$ cat src/rtl/audio_display_pkg.sv
// Shared widths and FSM state type for the audio peak meter and its BCD converter.
package audio_display_pkg;
    localparam int SAMPLE_W   = 24;
    localparam int MAG_W      = 23;
    localparam int BCD_DIGITS = 6;
    localparam int BCD_BITS   = 19;
    localparam int BCD_W      = 4 * BCD_DIGITS;

    typedef enum logic [1:0] {
        IDLE = 2'd0,
        CONV = 2'd1,
        DONE = 2'd2
    } meter_state_t;
endpackage

$ cat src/rtl/bcd_converter.sv
// Sequential double-dabble: one shift per clock, BCD_BITS clocks after start.
module bcd_converter
    import audio_display_pkg::*;
(
    input  logic                clk,
    input  logic                reset,
    input  logic                start,
    input  logic [BCD_BITS-1:0] bin,
    output logic [BCD_W-1:0]    bcd,
    output logic                done
);
    logic [BCD_BITS-1:0] bin_q, bin_d;
    logic [BCD_W-1:0]    bcd_q, bcd_d;
    logic [4:0]          cnt_q, cnt_d;
    logic                busy_q, busy_d;
    logic [BCD_W-1:0]    corrected;

    function automatic logic [BCD_W-1:0] add3(input logic [BCD_W-1:0] v);
        logic [BCD_W-1:0] r;
        r = v;
        for (int i = 0; i < BCD_DIGITS; i++) begin
            if (v[4*i +: 4] >= 4'd5) r[4*i +: 4] = v[4*i +: 4] + 4'd3;
        end
        return r;
    endfunction

    always_comb begin
        bin_d     = bin_q;
        bcd_d     = bcd_q;
        cnt_d     = cnt_q;
        busy_d    = busy_q;
        corrected = add3(bcd_q);
        if (start) begin
            bin_d  = bin;
            bcd_d  = '0;
            cnt_d  = '0;
            busy_d = 1'b1;
        end else if (busy_q) begin
            {bcd_d, bin_d} = {corrected[BCD_W-2:0], bin_q, 1'b0};
            cnt_d          = cnt_q + 5'd1;
            if (cnt_q == 5'(BCD_BITS - 1)) busy_d = 1'b0;
        end
    end

    always_ff @(posedge clk) begin
        if (reset) begin
            bin_q  <= '0;
            bcd_q  <= '0;
            cnt_q  <= '0;
            busy_q <= 1'b0;
        end else begin
            bin_q  <= bin_d;
            bcd_q  <= bcd_d;
            cnt_q  <= cnt_d;
            busy_q <= busy_d;
        end
    end

    // Final shift happens on the edge that ends this pulse.
    assign done = busy_q && (cnt_q == 5'(BCD_BITS - 1));
    assign bcd  = bcd_q;
endmodule

$ cat src/rtl/audio_peak_meter.sv
// Windowed peak-magnitude meter driving six seven-segment digit nibbles plus a clip flag.
module audio_peak_meter
    import audio_display_pkg::*;
#(
    parameter int WINDOW = 48000
) (
    input  logic                       clk,
    input  logic                       reset,
    input  logic                       sample_valid,
    input  logic signed [SAMPLE_W-1:0] sample,
    input  logic                       dec_mode,
    output logic [BCD_W-1:0]           digits,
    output logic                       digits_valid,
    output logic                       clip
);
    localparam int CNT_W = $clog2(WINDOW);
    localparam logic signed [SAMPLE_W-1:0] FS_NEG = {1'b1, {MAG_W{1'b0}}};
    localparam logic signed [SAMPLE_W-1:0] FS_POS = {1'b0, {MAG_W{1'b1}}};

    meter_state_t     state_q, state_d;
    logic [CNT_W-1:0] win_cnt_q, win_cnt_d;
    logic [MAG_W-1:0] peak_q, peak_d;
    logic [MAG_W-1:0] final_peak_q, final_peak_d;
    logic             mode_q, mode_d;
    logic             full_seen_q, full_seen_d;
    logic             clip_q, clip_d;
    logic [BCD_W-1:0] digits_q, digits_d;
    logic             digits_valid_q, digits_valid_d;

    logic [MAG_W-1:0] sample_mag, peak_max;
    logic             is_full, window_end, conv_start, conv_done;
    logic [BCD_W-1:0] bcd_val;

    // The most negative sample has no positive twin; clamp it to full scale.
    function automatic logic [MAG_W-1:0] sat_abs(input logic signed [SAMPLE_W-1:0] s);
        logic signed [SAMPLE_W-1:0] neg;
        neg = -s;
        if (s == FS_NEG) return {MAG_W{1'b1}};
        if (s < 0)       return neg[MAG_W-1:0];
        return s[MAG_W-1:0];
    endfunction

    always_comb begin
        sample_mag = sat_abs(sample);
        peak_max   = (sample_mag > peak_q) ? sample_mag : peak_q;
        is_full    = (sample == FS_POS) || (sample == FS_NEG);
        window_end = sample_valid && (win_cnt_q == CNT_W'(WINDOW - 1));
        conv_start = window_end && (state_q == IDLE);

        win_cnt_d    = win_cnt_q;
        peak_d       = peak_q;
        full_seen_d  = full_seen_q;
        final_peak_d = final_peak_q;
        mode_d       = mode_q;
        clip_d       = clip_q;
        if (sample_valid) begin
            if (window_end) begin
                win_cnt_d    = '0;
                peak_d       = '0;
                full_seen_d  = 1'b0;
                final_peak_d = peak_max;
                mode_d       = dec_mode;
                clip_d       = full_seen_q || is_full;
            end else begin
                win_cnt_d   = win_cnt_q + CNT_W'(1);
                peak_d      = peak_max;
                full_seen_d = full_seen_q || is_full;
            end
        end
    end

    bcd_converter u_bcd (
        .clk   (clk),
        .reset (reset),
        .start (conv_start),
        .bin   (peak_max[MAG_W-1:4]),
        .bcd   (bcd_val),
        .done  (conv_done)
    );

    always_ff @(posedge clk) begin
        if (reset) state_q <= IDLE;
        else       state_q <= state_d;
    end

    always_comb begin
        state_d = state_q;
        unique case (state_q)
            IDLE:    if (conv_start) state_d = CONV;
            CONV:    if (conv_done)  state_d = DONE;
            DONE:    state_d = IDLE;
            default: state_d = IDLE;
        endcase
    end

    always_comb begin
        digits_d       = digits_q;
        digits_valid_d = 1'b0;
        if (state_q == DONE) begin
            digits_valid_d = 1'b1;
            digits_d       = mode_q ? bcd_val : {1'b0, final_peak_q};
        end
    end

    always_ff @(posedge clk) begin
        if (reset) begin
            win_cnt_q      <= '0;
            peak_q         <= '0;
            full_seen_q    <= 1'b0;
            final_peak_q   <= '0;
            mode_q         <= 1'b0;
            clip_q         <= 1'b0;
            digits_q       <= '0;
            digits_valid_q <= 1'b0;
        end else begin
            win_cnt_q      <= win_cnt_d;
            peak_q         <= peak_d;
            full_seen_q    <= full_seen_d;
            final_peak_q   <= final_peak_d;
            mode_q         <= mode_d;
            clip_q         <= clip_d;
            digits_q       <= digits_d;
            digits_valid_q <= digits_valid_d;
        end
    end

    assign digits       = digits_q;
    assign digits_valid = digits_valid_q;
    assign clip         = clip_q;
endmodule

$ cat config.mk
export PLATFORM = sky130hd
export DESIGN_NAME = audio_peak_meter
export DESIGN_NICKNAME = d
export VERILOG_FILES = /design/src/rtl/audio_display_pkg.sv /design/src/rtl/bcd_converter.sv /design/src/rtl/audio_peak_meter.sv
export SDC_FILE = /design/constraint.sdc
export NUM_CORES = 1
export LEC_CHECK = 0
export ABC_AREA = 1
export BUFFER_PORTS_ARGS = -buffer_cell sky130_fd_sc_hd__buf_2
export CAP_MARGIN = 20
export CORE_ASPECT_RATIO = 1.75
export CORE_MARGIN = 8
export CORE_UTILIZATION = 50
export DETAILED_ROUTE_END_ITERATION = 16
export HOLD_SLACK_MARGIN = 0.05
export PLACE_DENSITY = 0.73
export SETUP_SLACK_MARGIN = 0.02
export SYNTH_ARGS = -nofsm -noshare
export SYNTH_HDL_FRONTEND = slang
export SYNTH_SLANG_ARGS = --single-unit
$ cat constraint.sdc
create_clock -name clk -period 7.99 [get_ports clk]
set_input_delay 0.799 -clock clk [delete_from_list [all_inputs] [get_ports clk]]
set_output_delay 0.799 -clock clk [all_outputs]
set_load 0.05 [all_outputs]
==> run_results.csv <==
group,metric,value,unit
synthesis,synth_edf_count,0,
worst_setup_path,cp_num_buf_inv,3,
pwr,peakVddDrop,0.136,mV
sta,clock_skew,0.00852,ns
clock_network,htree_levels,4,
synthesis,synthTopCellsByArea,"dfxtp_1 (36%), nand2_1 (14%), a21oi_1 (8.6%)",
detailed_routing,wire_per_inst,14.3,um
floorplan,coreArea,0.0154,sq mm
detailed_routing,drc,0,
placed_design,hpwl,14200,um
placed_design,place_congestion,0.827,
worst_setup_path,endpoint_kind,"flop",
worst_setup_path,start_kind,"primary input",
synthesis,ys_warn_count,0,
pwr,p_per_area,208,mW/mm^2
floorplan,num_rows,60,
job,cap_violations,0,
placed_design,placed_cells,1334,
detailed_routing,via_per_inst,5.39,
detailed_routing,num_vias,7364,
global_route,grt_pass1_vias,6980,
detailed_routing,drtAntennaViolNets,0,
floorplan,start_util,50.9,%
floorplan,die-area,0.0201,sq mm
final_layout,fillers,1467,
worst_hold_path,min_path_type,"reg2reg",
placed_design,place_area,0.00814,sq mm
global_route,grt_pass1_wl,32800,um
global_route,grt_usage,19.3,%
synthesis,ys.flop_type,"dfxtp_1",
sta,setup_tns,0,ns
run_status,status,"finished clean",
worst_setup_path,path_cells,"buf_2 > inv_1 > ha_1 > nand2_1 > nor2_4 > nand3_1 > nand2_1 > nor2_1 > nor2_1 > inv_1 > ha_1 > nand2_1 > nor2_2 > nand2_1 > nor2_1 > nand4_1 > nand2_2 > nand2_1 > nand2_1 > o22ai_1",
worst_setup_path,worst_ep_required_time,8.26,ns
worst_setup_path,r2r_slack,5.21,ns
pwr,p_leak,3.98,nW
clock_network,cts_setup_buffers,0,
sta,max_freq,246,MHz
floorplan,die_h,182,um
worst_setup_path,crit_type,"in2reg",
floorplan,ios,54,
sta,slew_viol_final,0,
sta,slew_headroom,42.6,%
placed_design,numPortBuffers,53,
final_layout,fin_area,0.00879,sq mm
synthesis,synth_top_area_share,36.0,%
clock_network,cts.path.max_buffers,2,
clock_network,cts.repair.resized,0,
worst_setup_path,worst-path-max-fanout,23,
clock_network,cts_sinks,141,
synthesis,synth_cell_type_count,39,
sta,finalCritPeriodShare,50.8,%
pwr,p_total,0.00183,W
sta,finalSetupViolCount,0,
global_route,gr-total-overflow,0,
final_layout,final_nets,1236,
sta,period_needed,4.06,ns
global_route,antenna_found_initial,0,
synthesis,synth-seq-cells,141,
clock_network,cts_made_buffers,17,
worst_setup_path,cp_slowest_cell,"nand2_2",
synthesis,avgSynthCellArea,6.87,sq um
floorplan,dieWidth,111,um
detailed_routing,first_pass_iters,5,
synthesis,async_reset_ff_share,0,%
clock_network,clock_latency,0.42,ns
synthesis,synth_top_area_cell,"dfxtp_1",
detailed_routing,finalWirelength,19500,um
clock_network,hold_buffers,0,
clock_network,cts_tree,"built",
sta,rsz0062_at_grt,"false",
sta,finalHoldViolCount,0,
final_layout,areaGrowthSynthToFinish,12.1,%
worst_setup_path,crit_top_cell,"nand2_1",
final_layout,drive_gt1_share,11.6,%
final_layout,final_cells,1366,
detailed_routing,drt-initial-drc-count,373,
sta,tightest_slew,0.857,ns
worst_setup_path,critPathMaxStageDelay,0.60,ns
clock_network,cts-root-buf,"clkbuf_16",
global_route,grt_max_degree,52,
final_layout,antenna_cells,0,
clock_network,path_clk_slew,0.06,ns
worst_setup_path,arrival,4.32,ns
synthesis,syn-cell-area,0.00784,sq mm
synthesis,seq_area_frac_synth,36.0,%
synthesis,syn_inst,1141,
worst_setup_path,cpLargestDelayFamily,"simple AND/OR/NAND/NOR gates",
synthesis,syn_nets,1209,
## layout make-up
type	count	area [sq um]	share of cell area (%)
Tap cell	186	233	2.65
Clock inverter	10	164	1.86
Timing Repair Buffer	59	330	3.76
Clock buffer	21	460	5.24
Multi-Input combinational cell	820	4300	48.9
Inverter	129	484	5.51
Sequential cell	141	2820	32.1
## sequential cells by signal, indices dropped and copies added, names as in the netlist, 2 cells and up
register and cells:
peak_q 23, u_bcd.cnt_q 5, state_q 2, win_cnt_q 16
final_peak_q 23, digits 24, u_bcd.bin_q 19, u_bcd.bcd 24
## report_power, final
part / switching [W] / internal (W)
combinational: 0.000180 / 0.0000816
sequential: 0.00000888 / 0.000720
clock: 0.000300 / 0.000538
total: 0.000488 / 0.00134
## cell families after synthesis
group / after synthesis / share of synthesized area [%]
xor gates and xnor gates: 16 / 1.79
muxes: 11 / 1.40
AOI/OAI and AO/OA: 234 / 15.6
buffers and inverters: 180 / 9.26
DFF: 141 / 36.0
and+or+nand+nor: 519 / 29.5
adders and majority gates: 40 / 6.38
## worst paths after layout
path	from	end	cells past startpoint
worst max-delay path	sample[0]	u_bcd.bin_q[2]	20
worst min-delay path	final_peak_q[10]	final_peak_q[10]	2
worst max register to register	peak_q[22]	u_bcd.bin_q[2]	11
worst min register to register	final_peak_q[10]	final_peak_q[10]	2
## cell usage in the layout, fill, tap and decap left out, types with 3 or more instances in the layout
cell       instances
mux2i_1           11
bufinv_16          4
xor2_1            13
nor3_2             3
nor2_2            12
nor2_4             3
a211oi_1           4
nand3b_1           8
a21oi_1          135
a311oi_1           3
clkinv_4           3
buf_2             53
nand2_1          282
ha_1              40
buf_4              5
clkbuf_16         17
nand4_1           15
nor2_1            83
o31ai_1            5
o21ai_1           12
nor3_1             9
inv_2              6
dfxtp_1          140
o22ai_1            9
nand3_1           77
inv_1            123
o21ai_0           62
nand2_2           13
xnor2_1            3
nand3_2            7
## worst register-to-register path, delay by kind of cell, from the launching register on
kind	cells	cell delay, ns
AO/OA/AOI/OAI	1	0.08
adder cells (fa/ha/maj)	1	0.29
buffers and inverters	1	0.06
flip-flops	1	0.33
AND/OR/NAND/NOR	8	1.88
## per-layer routing
metal  wire length [um]  up-vias  part of all wire, %  GRT usage [%]
met3                641       29                  3.3           3.14
met2              10300      154                   53           36.3
met1               8160     3380                   42           20.8
li1                   -     3801                    -              -
met4                419        0                  2.1           7.12
met5                  0        -                    0              0
## stage by stage
| stage | hold slack, ns | utilization [%] | setup slack, ns |
|---|---|---|---|
| floorplan | 0.426 | - | 4.78 |
| global placement | 0.438 | 52.9 | 3.58 |
| detailed placement | 0.442 | 52.9 | 3.51 |
| CTS | 0.457 | 57.0 | 3.94 |
| global route | 0.466 | 57.1 | 3.60 |
| finish | 0.453 | 57.1 | 3.93 |
## synth_stat cells (4+ instances only)
| cell type | number |
|---|---|
| nand3_1 | 77 |
| nand3b_1 | 8 |
| o31ai_1 | 5 |
| clkbuf_1 | 31 |
| nor2_1 | 84 |
| o21ai_1 | 12 |
| nand2_2 | 12 |
| nor3_1 | 9 |
| xor2_1 | 13 |
| dfxtp_1 | 141 |
| o22ai_1 | 9 |
| ha_1 | 40 |
| a21oi_1 | 135 |
| nand2_1 | 283 |
| inv_1 | 123 |
| nand3_2 | 7 |
| inv_2 | 6 |
| nor2_2 | 11 |
| buf_2 | 13 |
| mux2i_1 | 11 |
| a211oi_1 | 4 |
| o21ai_0 | 62 |
| nand4_1 | 15 |
No activity file was read; power rests on OpenSTA's default activity.
